==> src/rtl/fifo_rd_stream_pkg.sv <==
// rtl/fifo_rd_stream_pkg.sv - shared types and constants for the FIFO read-side stream adapter
package fifo_rd_stream_pkg;

    typedef enum logic [0:0] {
        STREAM = 1'b0,
        FLUSH  = 1'b1
    } state_t;

    localparam int SKID_DEPTH = 2;
    localparam int OCC_W      = 2;

    // A read may issue only if the buffer, after this cycle's write and pop,
    // still has a free slot for the word that returns next cycle.
    function automatic logic room_for_read(
        input logic [OCC_W-1:0] occ,
        input logic             inflight,
        input logic             pop
    );
        logic [OCC_W:0] fill;
        fill = {1'b0, occ} + {{OCC_W{1'b0}}, inflight} - {{OCC_W{1'b0}}, pop};
        return fill <= {{OCC_W{1'b0}}, 1'b1};
    endfunction

endpackage

==> src/rtl/fifo_rd_stream_if.sv <==
// rtl/fifo_rd_stream_if.sv - valid/ready output stream of the FIFO read adapter
interface fifo_rd_stream_if #(
    parameter int DATA_WIDTH = 8
);
    logic [DATA_WIDTH-1:0] m_data;
    logic                  m_valid;
    logic                  m_ready;

    modport master (
        output m_data,
        output m_valid,
        input  m_ready
    );

    modport slave (
        input  m_data,
        input  m_valid,
        output m_ready
    );
endinterface

==> src/rtl/fifo_skid_buf.sv <==
// rtl/fifo_skid_buf.sv - two-entry register skid buffer with write, pop and clear
module fifo_skid_buf
    import fifo_rd_stream_pkg::*;
#(
    parameter int DATA_WIDTH = 8
) (
    input  logic                  clk,
    input  logic                  rst,
    input  logic                  clr,
    input  logic                  wr,
    input  logic [DATA_WIDTH-1:0] wr_data,
    input  logic                  pop,
    output logic [OCC_W-1:0]      occ,
    output logic [DATA_WIDTH-1:0] head
);

    logic [DATA_WIDTH-1:0] head_q;
    logic [DATA_WIDTH-1:0] tail_q;

    always_ff @(posedge clk) begin
        if (rst) begin
            occ    <= '0;
            head_q <= '0;
            tail_q <= '0;
        end else if (clr) begin
            occ <= '0;
        end else begin
            case ({wr, pop})
                2'b10: begin
                    if (occ == '0) begin
                        head_q <= wr_data;
                    end else begin
                        tail_q <= wr_data;
                    end
                    occ <= occ + OCC_W'(1);
                end
                2'b01: begin
                    head_q <= tail_q;
                    occ    <= occ - OCC_W'(1);
                end
                2'b11: begin
                    // Occupancy is unchanged; the new word lands behind whatever stays.
                    if (occ == OCC_W'(SKID_DEPTH)) begin
                        head_q <= tail_q;
                        tail_q <= wr_data;
                    end else begin
                        head_q <= wr_data;
                    end
                end
                default: ;
            endcase
        end
    end

    assign head = head_q;

endmodule

==> src/rtl/fifo_rd_stream.sv <==
// rtl/fifo_rd_stream.sv - FIFO read-side drain to valid/ready stream with flush; FIFO_RD_STATS_EN adds word_cnt
module fifo_rd_stream
    import fifo_rd_stream_pkg::*;
#(
    parameter int DATA_WIDTH = 8,
    parameter int CNT_WIDTH  = 16
) (
    input  logic                  clk,
    input  logic                  rst,
    input  logic                  fifo_empty,
    input  logic [DATA_WIDTH-1:0] fifo_data,
    output logic                  fifo_rd_en,
    fifo_rd_stream_if.master      m_axis,
    input  logic                  flush,
    output logic                  flush_busy,
    output logic                  flush_done
`ifdef FIFO_RD_STATS_EN
    ,
    output logic [CNT_WIDTH-1:0]  word_cnt
`endif
);

    state_t           state;
    state_t           state_nxt;
    logic             inflight;
    logic [OCC_W-1:0] occ;
    logic             pop;
    logic             rd_en;
    logic             buf_wr;
    logic             buf_clr;
    logic             done_nxt;
    logic             flush_done_q;

    assign pop            = m_axis.m_valid & m_axis.m_ready;
    assign m_axis.m_valid = (occ != '0);

    fifo_skid_buf #(
        .DATA_WIDTH(DATA_WIDTH)
    ) u_skid (
        .clk    (clk),
        .rst    (rst),
        .clr    (buf_clr),
        .wr     (buf_wr),
        .wr_data(fifo_data),
        .pop    (pop),
        .occ    (occ),
        .head   (m_axis.m_data)
    );

    always_comb begin
        state_nxt = state;
        rd_en     = 1'b0;
        buf_wr    = 1'b0;
        buf_clr   = 1'b0;
        done_nxt  = 1'b0;
        case (state)
            STREAM: begin
                rd_en  = !fifo_empty && room_for_read(occ, inflight, pop);
                buf_wr = inflight;
                if (flush) begin
                    buf_clr   = 1'b1;
                    state_nxt = FLUSH;
                end
            end
            FLUSH: begin
                // Keep draining; returning words never reach the buffer.
                rd_en = !fifo_empty;
                if (fifo_empty && !inflight) begin
                    state_nxt = STREAM;
                    done_nxt  = 1'b1;
                end
            end
            default: state_nxt = STREAM;
        endcase
        if (rst) begin
            rd_en = 1'b0;
        end
    end

    always_ff @(posedge clk) begin
        if (rst) begin
            state        <= STREAM;
            inflight     <= 1'b0;
            flush_done_q <= 1'b0;
        end else begin
            state        <= state_nxt;
            inflight     <= rd_en;
            flush_done_q <= done_nxt;
        end
    end

    assign fifo_rd_en = rd_en;
    assign flush_busy = (state == FLUSH);
    assign flush_done = flush_done_q;

`ifdef FIFO_RD_STATS_EN
    always_ff @(posedge clk) begin
        if (rst) begin
            word_cnt <= '0;
        end else if (pop) begin
            word_cnt <= word_cnt + CNT_WIDTH'(1);
        end
    end
`else
    logic [CNT_WIDTH-1:0] unused_word_cnt;
    assign unused_word_cnt = '0;
`endif

    occ_bounded: assert property (@(posedge clk) disable iff (rst) occ <= OCC_W'(SKID_DEPTH));
    no_read_empty: assert property (@(posedge clk) disable iff (rst) !(fifo_rd_en && fifo_empty));

endmodule

==> src/flat_wrapper.sv <==
// flat-port wrapper written by rule: the top's interface ports become plain ports
module fifo_rd_stream_flat import fifo_rd_stream_pkg::*;
#(
    parameter int DATA_WIDTH = 8,
    parameter int CNT_WIDTH  = 16
)
  (clk, rst, fifo_empty, fifo_data, fifo_rd_en, flush, flush_busy, flush_done, m_axis_m_data, m_axis_m_valid, m_axis_m_ready);
  fifo_rd_stream_if #(.DATA_WIDTH(DATA_WIDTH)) m_axis_i ();
  input  logic clk;
  input  logic rst;
  input  logic fifo_empty;
  input  logic [DATA_WIDTH-1:0] fifo_data;
  output logic fifo_rd_en;
  input  logic flush;
  output logic flush_busy;
  output logic flush_done;
  output wire logic [$bits(m_axis_i.m_data)-1:0] m_axis_m_data;
  output wire logic [$bits(m_axis_i.m_valid)-1:0] m_axis_m_valid;
  input wire logic [$bits(m_axis_i.m_ready)-1:0] m_axis_m_ready;
  assign m_axis_m_data = m_axis_i.m_data;
  assign m_axis_m_valid = m_axis_i.m_valid;
  assign m_axis_i.m_ready = m_axis_m_ready;
  fifo_rd_stream #(.DATA_WIDTH(DATA_WIDTH), .CNT_WIDTH(CNT_WIDTH)) u_core (.clk(clk), .rst(rst), .fifo_empty(fifo_empty), .fifo_data(fifo_data), .fifo_rd_en(fifo_rd_en), .m_axis(m_axis_i), .flush(flush), .flush_busy(flush_busy), .flush_done(flush_done));
endmodule
==> config.mk <==
export PLATFORM = sky130hd
export DESIGN_NAME = fifo_rd_stream_flat
export DESIGN_NICKNAME = d
export VERILOG_FILES = /design/src/rtl/fifo_rd_stream_pkg.sv /design/src/rtl/fifo_rd_stream_if.sv /design/src/rtl/fifo_skid_buf.sv /design/src/rtl/fifo_rd_stream.sv /design/src/flat_wrapper.sv
export SDC_FILE = /design/constraint.sdc
export NUM_CORES = 1
export LEC_CHECK = 0
export BUFFER_PORTS_ARGS = -buffer_cell sky130_fd_sc_hd__buf_2
export CAP_MARGIN = 30
export CORE_ASPECT_RATIO = 0.7
export CORE_MARGIN = 2
export CORE_UTILIZATION = 51
export DETAILED_ROUTE_END_ITERATION = 10
export PLACE_DENSITY = 0.77
export SLEW_MARGIN = 20
export SYNTH_ARGS = -nofsm -noshare
export SYNTH_HDL_FRONTEND = slang
export SYNTH_SLANG_ARGS = --single-unit
==> constraint.sdc <==
create_clock -name clk -period 3.14 [get_ports clk]
set_input_delay 0.314 -clock clk [delete_from_list [all_inputs] [get_ports clk]]
set_output_delay 0.314 -clock clk [all_outputs]
set_load 0.01 [all_outputs]
# Word level (Yosys, flattened, before mapping)
# Cells that the tools add are included.
[word_totals] ff_bits=21 output_inout_bits=12 wordCells=49
[op_classes] magnitude_cmp=1 n_bitwise=3 n_eq_ne=7 n_reduce_logical=13 n_addsub=4 n_mux=15
[op_table] op="2-to-1 mux 8 bit" count=4
[op_table] op="one-hot mux 8 bit (3 select lines)" count=1
[op_table] op="one-hot mux 8 bit (2 select lines)" count=1
[op_table] op="== test 2 bit, second input constant" count=3
[op_table] op="2-to-1 mux 1 bit" count=6
[op_table] op="inequality test 2 bit, second input constant" count=3
[op_table] op="nonzero test 2 bit" count=3
[op_table] op="one-hot mux 1 bit (2 select lines)" count=2
[op_table] op="one-hot mux 2 bit (2 select lines)" count=1
[op_table] op="AND reduction 4 bit" count=1
[op_table] op="OR reduction 2 bit" count=2
[op_table] op="adder 2 x 1 -> 3 bit" count=1
[op_table] op="<= comparator 3 x 1 -> 1 bit, second input constant" count=1
[op_table] op="AND reduction 3 bit" count=1
[op_table] op="nonzero test 3 bit" count=1
[op_table] op="subtractor 3 x 1 -> 3 bit" count=1
[op_table] op="adder 2 x 1 -> 2 bit, second input constant" count=1
[op_table] op="== test 2 x 1 -> 1 bit, second input constant" count=1
[op_table] op="logical AND 1 bit" count=2
[op_table] op="zero test 1 bit" count=2
[op_table] op="zero test 2 bit" count=1
[op_table] op="NOT 1 bit" count=2
[op_table] op="subtractor 2 x 1 -> 2 bit, second input constant" count=1
[op_table] op="AND 1 bit" count=1

# Longest topological paths before layout
# Gate-level depths: netlist of run 1.
[logic_depth] depth_word=7 depth_mapped=11 depth_no_buf=10

# By module
# A second synthesis of run 1 with hierarchy kept.
[hier_totals] hier_cells=133 hier_area_um2=1186.1
[by_module_without_submodules] mod="fifo_skid_buf" area_per_inst_um2=975.9 seq_area_each_um2=360.3 instances=1 cells_each=111
[by_module_without_submodules] mod="fifo_rd_stream" area_per_inst_um2=210.2 seq_area_each_um2=60.1 instances=1 cells_each=22

# Worst setup path before layout of run 1
# Ideal clock, no wire load.
[synth_path] path_kind="reg2out" from="register u_core.u_skid.occ[0]" to="output port fifo_rd_en" path_buffers=1 arrival_ps=2134 path_stages_with_launch=12 setup_slack_ps=692 cell_sequence="dfxtp_1 > buf_6 > o21ai_1 > inv_1 > ha_1 > inv_1 > ha_1 > inv_1 > fa_1 > xnor2_1 > a21oi_1 > nor3_1"
[synth_between] elab_chain_len=7 word_cells_on_any_way=8 cone_classes="add/sub (2); order compare (1); mux (2); bitwise (1); reduce/logical (2)"
[synth_rtl] item="start, declared" line_no="fifo_skid_buf.sv:13" rtl="output logic [OCC_W-1:0] occ,"
[synth_rtl] item="start signal, assigned" line_no="fifo_skid_buf.sv:35" rtl="occ <= occ + OCC_W'(1);"
[synth_rtl] item="start signal, assigned" line_no="fifo_skid_buf.sv:39" rtl="occ <= occ - OCC_W'(1);"
[synth_rtl] item="parallel branches: the longest is 2 deep, another holds adder 2 x 1 -> 3 bit"
[synth_rtl] item="subtractor 3 x 1 -> 3 bit (*)" line_no="fifo_rd_stream_pkg.sv:20" rtl="fill = {1'b0, occ} + {{OCC_W{1'b0}}, inflight} - {{OCC_W{1'b0}}, pop};"
[synth_rtl] item="<= comparator 3 x 1 -> 1 bit (*)" line_no="fifo_rd_stream_pkg.sv:21" rtl="return fill <= {{OCC_W{1'b0}}, 1'b1};"
[synth_rtl] item="logical AND 1 bit (*)" line_no="fifo_rd_stream.sv:58" rtl="rd_en = !fifo_empty && room_for_read(occ, inflight, pop);"
[synth_rtl] item="one-hot mux 1 bit (2 select lines) (*)" line_no="fifo_rd_stream.sv:56" rtl="case (state)"
[synth_rtl] item="2-to-1 mux 1 bit (*)" line_no="fifo_rd_stream.sv:75" rtl="if (rst) begin"
[synth_rtl] item="end, declared" line_no="flat_wrapper.sv:13" rtl="output logic fifo_rd_en;"
# Mark *: on every way between the ends.

# Final worst setup path of run 1
# Ends and elaborated chain as after synthesis.

==> results of run 1 <==
per-layer routing:
metal / wire length, µm / up-vias
li1: - / 413
met1: 964 / 396
met2: 982 / 30
met3: 125 / 4
met4: 25 / 0
met5: 0 / -
power groups by stage:
stage          clock (mW)  combinational (mW)  sequential (mW)
2_1_floorplan           0              0.0655            0.302
3_3_place_gp            0              0.0989            0.299
3_5_place_dp            0               0.101            0.300
4_1_cts             0.136               0.102            0.294
5_1_grt             0.148               0.115            0.297
6_report            0.133               0.102            0.294
stage by stage:
step           hold WS (ps)  worst slack (ps)
3_3_place_gp          452.0             616.5
3_5_place_dp          468.0             533.5
2_1_floorplan         386.1             691.9
4_1_cts               195.6             171.8
6_report              201.4             256.6
5_1_grt               206.0             36.23
final timing paths:
| kind | from | end | cells past startpoint |
|---|---|---|---|
| worst min-delay path | fifo_empty | u_core.inflight | 2 |
| worst max register to register | u_core.u_skid.occ[0] | u_core.u_skid.tail_q[3] | 6 |
| worst max-delay path | u_core.u_skid.occ[0] | fifo_rd_en | 11 |
| worst min register to register | u_core.inflight | u_core.flush_done | 1 |
kinds of logic (layout without fill, tap and decap cells):
logic type	after synthesis	after routing	synth area share, %
simple gates	38	38	17.82
flops	21	21	42.16
compound gates	15	15	14.30
buf+inv	10	35	4.641
mux	8	8	8.030
fa+ha+maj	7	7	9.536
xor+xnor	4	4	3.514
timing repair:
item                       4_1_cts  5_1_grt
gates resized for setup          0        1
setup buffers                    0        0
hold buffers                     0        0
setup endpoints to repair        0        1
final cells by class:
class / instances / area, µm² / share of cell area, %
clock inverter: 1 / 5.005 / 0.4329
inverter: 7 / 26.28 / 2.273
timing repair buffer: 24 / 120.1 / 10.39
tap: 22 / 27.53 / 2.381
multi-input combinational: 72 / 534.3 / 46.21
clock buffer: 3 / 22.52 / 1.948
sequential: 21 / 420.4 / 36.36
registers in the layout, summed over array words and instances (netlist names):
| signal | cells |
|---|---|
| u_core.u_skid.head | 8 |
| u_core.u_skid.tail_q | 8 |
| u_core.u_skid.occ | 2 |
| u_core.flush_busy | 1 |
| u_core.flush_done | 1 |
| u_core.inflight | 1 |
synthesized netlist by cell type (2+ instances only):
| master | instances |
|---|---|
| sky130_fd_sc_hd__nor2_1 | 18 |
| sky130_fd_sc_hd__xor2_1 | 2 |
| sky130_fd_sc_hd__nor3_1 | 12 |
| sky130_fd_sc_hd__nand2b_1 | 2 |
| sky130_fd_sc_hd__nand2_1 | 2 |
| sky130_fd_sc_hd__inv_1 | 6 |
| sky130_fd_sc_hd__a21oi_1 | 2 |
| sky130_fd_sc_hd__mux2i_1 | 8 |
| sky130_fd_sc_hd__a221oi_1 | 8 |
| sky130_fd_sc_hd__dfxtp_1 | 21 |
| sky130_fd_sc_hd__xnor2_1 | 2 |
| sky130_fd_sc_hd__ha_1 | 6 |
==> results.md, run 1 <==
* Net switching power of the design at between 150 and 200 µW
* Final routed DRC violation total at 0
* Syn-to-layout area delta at 15.93%
* Total global-route track usage at 19.99%
* Count of flip-flops with a built-in enable after synthesis at 0
* Run status: finished, final reports clean
* Leakage power figure at slightly below 0.5 nW
* Vertical die dimension at between 40 and 50 µm
* Finish-stage setup viols at 0
* Post-route design area at between 1000 and 1500 µm²
* Met1 Track Usage GR at 23.57%
* Clock network latency to the later pin of the worst-skew pair at around 310 ps
* Final Routed Wirelength at 2098 µm
* Critical path's most frequent cell: sky130_fd_sc_hd__inv_1
* Top cell type by total area after synthesis: sky130_fd_sc_hd__dfxtp_1
* H-Tree Level Count at 1
* Count of boundary I/O pins at 25
* Register bit count reported by yosys at 21
* Placed Cells incl. Taps at approximately 150
* Count of cell types in the netlist at 26
* Routed wire per std cell at between 10 and 15 µm
* Clock buffers created by TritonCTS at 3
* IO Port Bufs at 24
* Vias per inst at between 5 and 6
* Net Sw Frac at around 30%
* Clk buf depth at 2
* Number of max-slew violations in the final report at 0
* # diodes at 0
* Post-synth design cell area at about 1000 µm²
* WP data arrival at 2570 ps
* Number of warnings issued by yosys at 0
* Sequential Power Share at a little under three fifths
* Site Rows at 13
* Number of iterations in the first detailed-routing pass at 4
* Final sum of negative setup slack at 0 ps
* Cell type group with the largest total delay on the critical path: adder cells
* Share of total power in the clock network at between 20% and 30%
* Effective utilization at floorplan at between 50% and 60%
* Slowest cell delay on critical path at between 400 and 500 ps
* Total number of vias at ~840
* Unrepaired setup endpoints after global routing: no
* Setup skew after layout at roughly 3.9 ps
* Global-route congestion overflow total at 0
* Root Driver: sky130_fd_sc_hd__clkbuf_4
* Final critical path time including I/O delays and setup at 2883 ps
* Area share of the leading cell type in the synthesized netlist at a little over two fifths
* Highest-count cells in the layout ignoring fill and taps: 24 x sky130_fd_sc_hd__buf_2, 21 x sky130_fd_sc_hd__dfxtp_1, 18 x sky130_fd_sc_hd__nor2_1
* # Max-Cap Violations at 0
* Fraction of layout cells with a size suffix above 1 at between 20% and 30%
* Synth Flop Type: sky130_fd_sc_hd__dfxtp_1
* Post-Layout Cell Count at 150
* Placement Cell Area at roughly 1100 µm²
* FF-to-FF setup slack at 840 ps
* Post-layout total power at between 500 and 600 µW
* Worst Path Required at about 2800 ps
* Crit. End Element: output pin
* P_int at 372.0 µW
* Die width at ~57 µm
* Core Box Area at 1854 µm²
* Met2 Track Usage GR at 36.34%
* Final HPWL from detailed placement at approximately 1500 µm
* Pin count of the biggest net entering global routing at 23
* Async set-reset flop share out of synthesis at 0%
* Routability-driven placement congestion ratio at between 0.8 and 0.9
* IR drop worst, VDD at ~0.00037 V
* Nets in the synthesized netlist at around 120
* CP cell instances: o21ai_2 -> inv_1 -> ha_1 -> inv_1 -> ha_1 -> inv_1 -> fa_1 -> xnor2_1 -> a21oi_1 -> nor3_1 -> buf_2
* Largest fanout on the critical path at 8
* Worst-path clk slew at around 120 ps
* Initial drt markers at 25
* Startpoint class of the critical path: flop
* Slowest cell on the critical path: sky130_fd_sc_hd__dfxtp_1
* Category of the critical setup timing path: flop to output pin
* Synthesized instance count at 103
* Average instance area after synthesis at 9.682 µm²
* Portion of total power attributed to combinational logic at between 10% and 20%
* Busiest layer in global routing: met2
* Max-Slew Margin vs Limit at between 40 and 50%
* Net count reported at finish at around 150
* Leading cell type in the layout, fill and taps excluded: sky130_fd_sc_hd__buf_2
* Worst slew pin tran at slightly below 800 ps
* Number of global-route vias before repair at roughly 760
* Initial antenna violation count at 0
* CTS tree: built
* Period utilization at about nine tenths
* Total power per unit cell area at approximately 460 nW/µm²
* Maximum clock rate at between 300 and 400 MHz
* Type of the worst min-delay path: primary input to flop
* Antenna violation net count after detailed routing at 0
* Met3 capacity usage during global routing at between 6 and 7%
* Global-route wire length before repair at 3381 µm
* Final Util at between 60% and 70%
* Number of sinks driven by the clock tree at 21
* WP buf/inv at 4
* Total die area at between 2000 and 2500 µm²
* Sequential cell area fraction in the yosys report at 42.16%
* Cell types occupying the most area after synthesis: sky130_fd_sc_hd__dfxtp_1 42%, sky130_fd_sc_hd__mux2i_1 8.0%, sky130_fd_sc_hd__ha_1 7.5%
* # fillers at 175
* Final Hold Viols at 0
(Power assumes the default switching activity.)
==> run 2: changes to the inputs <==
--- a/config.mk
+++ b/config.mk
@@ -6,12 +6,12 @@
 export NUM_CORES = 1
 export LEC_CHECK = 0
 export BUFFER_PORTS_ARGS = -buffer_cell sky130_fd_sc_hd__buf_2
-export CAP_MARGIN = 30
+export CAP_MARGIN = 0
 export CORE_ASPECT_RATIO = 0.7
 export CORE_MARGIN = 2
-export CORE_UTILIZATION = 51
+export CORE_UTILIZATION = 45
 export DETAILED_ROUTE_END_ITERATION = 10
-export PLACE_DENSITY = 0.77
+export PLACE_DENSITY = 0.69
 export SLEW_MARGIN = 20
 export SYNTH_ARGS = -nofsm -noshare
 export SYNTH_HDL_FRONTEND = slang
==> run 2 against run 1 <==
Net effect: critical path depth did not move; combinational power barely moved; sequential share of layout area fell by 0.35 points; sequential cell count did not move; highest routed layer unchanged; global-route usage fell by 2.2 points; sequential power barely moved; non-clock buffer count did not move; final area rose by 0.97%; worst hold slack improved by 8.7 ps; die area rose by 12%.
==> results.md, run 2 (synthesized netlist as in run 1, its figures left out) <==
* Run status: finished, final reports clean
* Worst slew pin tran at between 800 and 900 ps
* # fillers at just under 200
* Max-Slew Margin vs Limit at a little under half
* # diodes at 0
* Portion of total power attributed to combinational logic at between 10% and 20%
* Number of global-route vias before repair at 835
* Antenna violation net count after detailed routing at 0
* Initial drt markers at 40
* Routed wire per std cell at around 13 µm
* Die width at between 60 and 70 µm
* Net count reported at finish at roughly 150
* Unrepaired setup endpoints after global routing: no
* Core Box Area at about 2100 µm²
* Vertical die dimension at between 40 and 50 µm
* Root Driver: sky130_fd_sc_hd__clkbuf_4
* Largest fanout on the critical path at 8
* Leakage power figure at slightly below 0.5 nW
* Final Routed Wirelength at around 2000 µm
* P_int at about 370 µW
* Maximum clock rate at around 350 MHz
* Slowest cell on the critical path: sky130_fd_sc_hd__dfxtp_1
* IR drop worst, VDD at between 0.0002 and 0.0003 V
* CTS tree: built
* Vias per inst at around 5.1
* Global-route congestion overflow total at 0
* Count of boundary I/O pins at 25
* Routability-driven placement congestion ratio at ~0.91
* Sequential Power Share at 56.1%
* Total number of vias at slightly above 800
* Worst-path clk slew at between 100 and 150 ps
* Pin count of the biggest net entering global routing at 23
* Category of the critical setup timing path: flop to output pin
* Placed Cells incl. Taps at 156
* Clock buffers created by TritonCTS at 3
* Final critical path time including I/O delays and setup at about 2900 ps
* CP cell instances: o21ai_2 -> inv_1 -> ha_1 -> inv_1 -> ha_1 -> inv_1 -> fa_1 -> xnor2_1 -> a21oi_1 -> nor3_1 -> buf_2
* Crit path from: u_core.u_skid.occ[0]
* H-Tree Level Count at 1
* Worst Path Required at between 2000 and 3000 ps
* Site Rows at 14
* Final Hold Viols at 0
* Net switching power of the design at between 150 and 200 µW
* Worst hold slack at 210.1 ps
* Global-route wire length before repair at 3477 µm
* Finish-stage setup viols at 0
* WP data arrival at 2560 ps
* Syn-to-layout area delta at 17.06%
* Critical path's most frequent cell: sky130_fd_sc_hd__inv_1
* Number of max-slew violations in the final report at 0
* Net Sw Frac at between 20% and 30%
* Period utilization at between 90% and 100%
* Slowest cell delay on critical path at around 440 ps
* Fraction of layout cells with a size suffix above 1 at roughly 26%
* Type of the worst min-delay path: primary input to flop
* Setup skew after layout at 1.641 ps
* IO Port Bufs at 24
* Number of iterations in the first detailed-routing pass at 4
* Beginning of the worst register-to-register path: u_core.u_skid.occ[0]
* Hold path startpoint: fifo_empty
* Post-Layout Cell Count at 160
* Total global-route track usage at approximately 18%
* Effective utilization at floorplan at between 40% and 50%
* Startpoint class of the critical path: flop
* Total die area at roughly 2600 µm²
* Final routed DRC violation total at 0
* Crit. End Element: output pin
* Highest-count cells in the layout ignoring fill and taps: 24 x sky130_fd_sc_hd__buf_2, 21 x sky130_fd_sc_hd__dfxtp_1, 18 x sky130_fd_sc_hd__nor2_1
* Share of total power in the clock network at between 20 and 25%
* Final sum of negative setup slack at 0 ps
* Initial antenna violation count at 0
* Clock network latency to the later pin of the worst-skew pair at approximately 300 ps
* Final HPWL from detailed placement at ~1500 µm
* Total power per unit cell area at between 400 and 500 nW/µm²
* Clk buf depth at 2
* # Max-Cap Violations at 0
* Number of sinks driven by the clock tree at 21
* Leading cell type in the layout, fill and taps excluded: sky130_fd_sc_hd__buf_2
## run 2: changes by cell type in the layout (fill, tap and decap cells not counted)
cell | before | now
sky130_fd_sc_hd__clkbuf_1 | 0 | 1
sky130_fd_sc_hd__clkinv_2 | 1 | 0
## run 2: power groups by stage
stage / combinational [mW] / sequential, mW / clock (mW)
2_1_floorplan: 0.0655 / 0.302 / 0
3_3_place_gp: 0.0988 / 0.299 / 0
3_5_place_dp: 0.101 / 0.300 / 0
4_1_cts: 0.101 / 0.294 / 0.133
5_1_grt: 0.116 / 0.297 / 0.143
6_report: 0.101 / 0.294 / 0.129
## run 2: layout make-up
class                      count  area, µm²  share of cell area (%)
timing repair buffer          24      120.1                   10.29
multi-input combinational     72      534.3                   45.77
tap                           32      40.04                   3.430
inverter                       7      26.28                   2.251
clock buffer                   4      26.28                   2.251
sequential                    21      420.4                   36.01
## run 2: final timing paths
check,to,slack (ps),depth (start not counted)
max,fifo_rd_en,270,11
min,u_core.inflight,210,2
min reg2reg,u_core.flush_done,480,1
max reg2reg,u_core.u_skid.tail_q[4],830,6
## run 2: per-stage QoR
step	setup slack [ps]	total power, mW	utilization, %	area (µm²)
floorplan	691.9	0.3675	-	997.2
global placement	610.1	0.3979	53.66	1137
detailed placement	527.5	0.4013	53.66	1137
CTS	175.1	0.5288	54.90	1164
global route	8.251	0.5553	55.08	1167
finish	268.8	0.5244	55.08	1167
## run 2: layer usage
metal / share of wire (%) / global-route usage, % / vias up / wire length, µm
met5: 0 / 0 / - / 0
met1: 46 / 20.64 / 381 / 943
met4: 0.54 / 2.667 / 0 / 11
met2: 48 / 31.96 / 24 / 985
li1: - / - / 415 / -
met3: 4.6 / 6.567 / 2 / 94
## run 2: worst max-delay path, delay by kind of cell (launching register included)
| family | cells | cell delay (ps) |
|---|---|---|
| flip-flops | 1 | 440 |
| AND/OR/NAND/NOR | 1 | 140 |
| adder cells (fa/ha/maj) | 3 | 820 |
| XOR/XNOR | 1 | 160 |
| buffers and inverters | 4 | 380 |
| AO/OA/AOI/OAI | 2 | 340 |
## run 2: repair_timing
item / CTS / global route
endpoints found under the setup margin: 0 / 1
resized for setup: 0 / 1
hold buffers: 0 / 0
setup buffers: 0 / 0
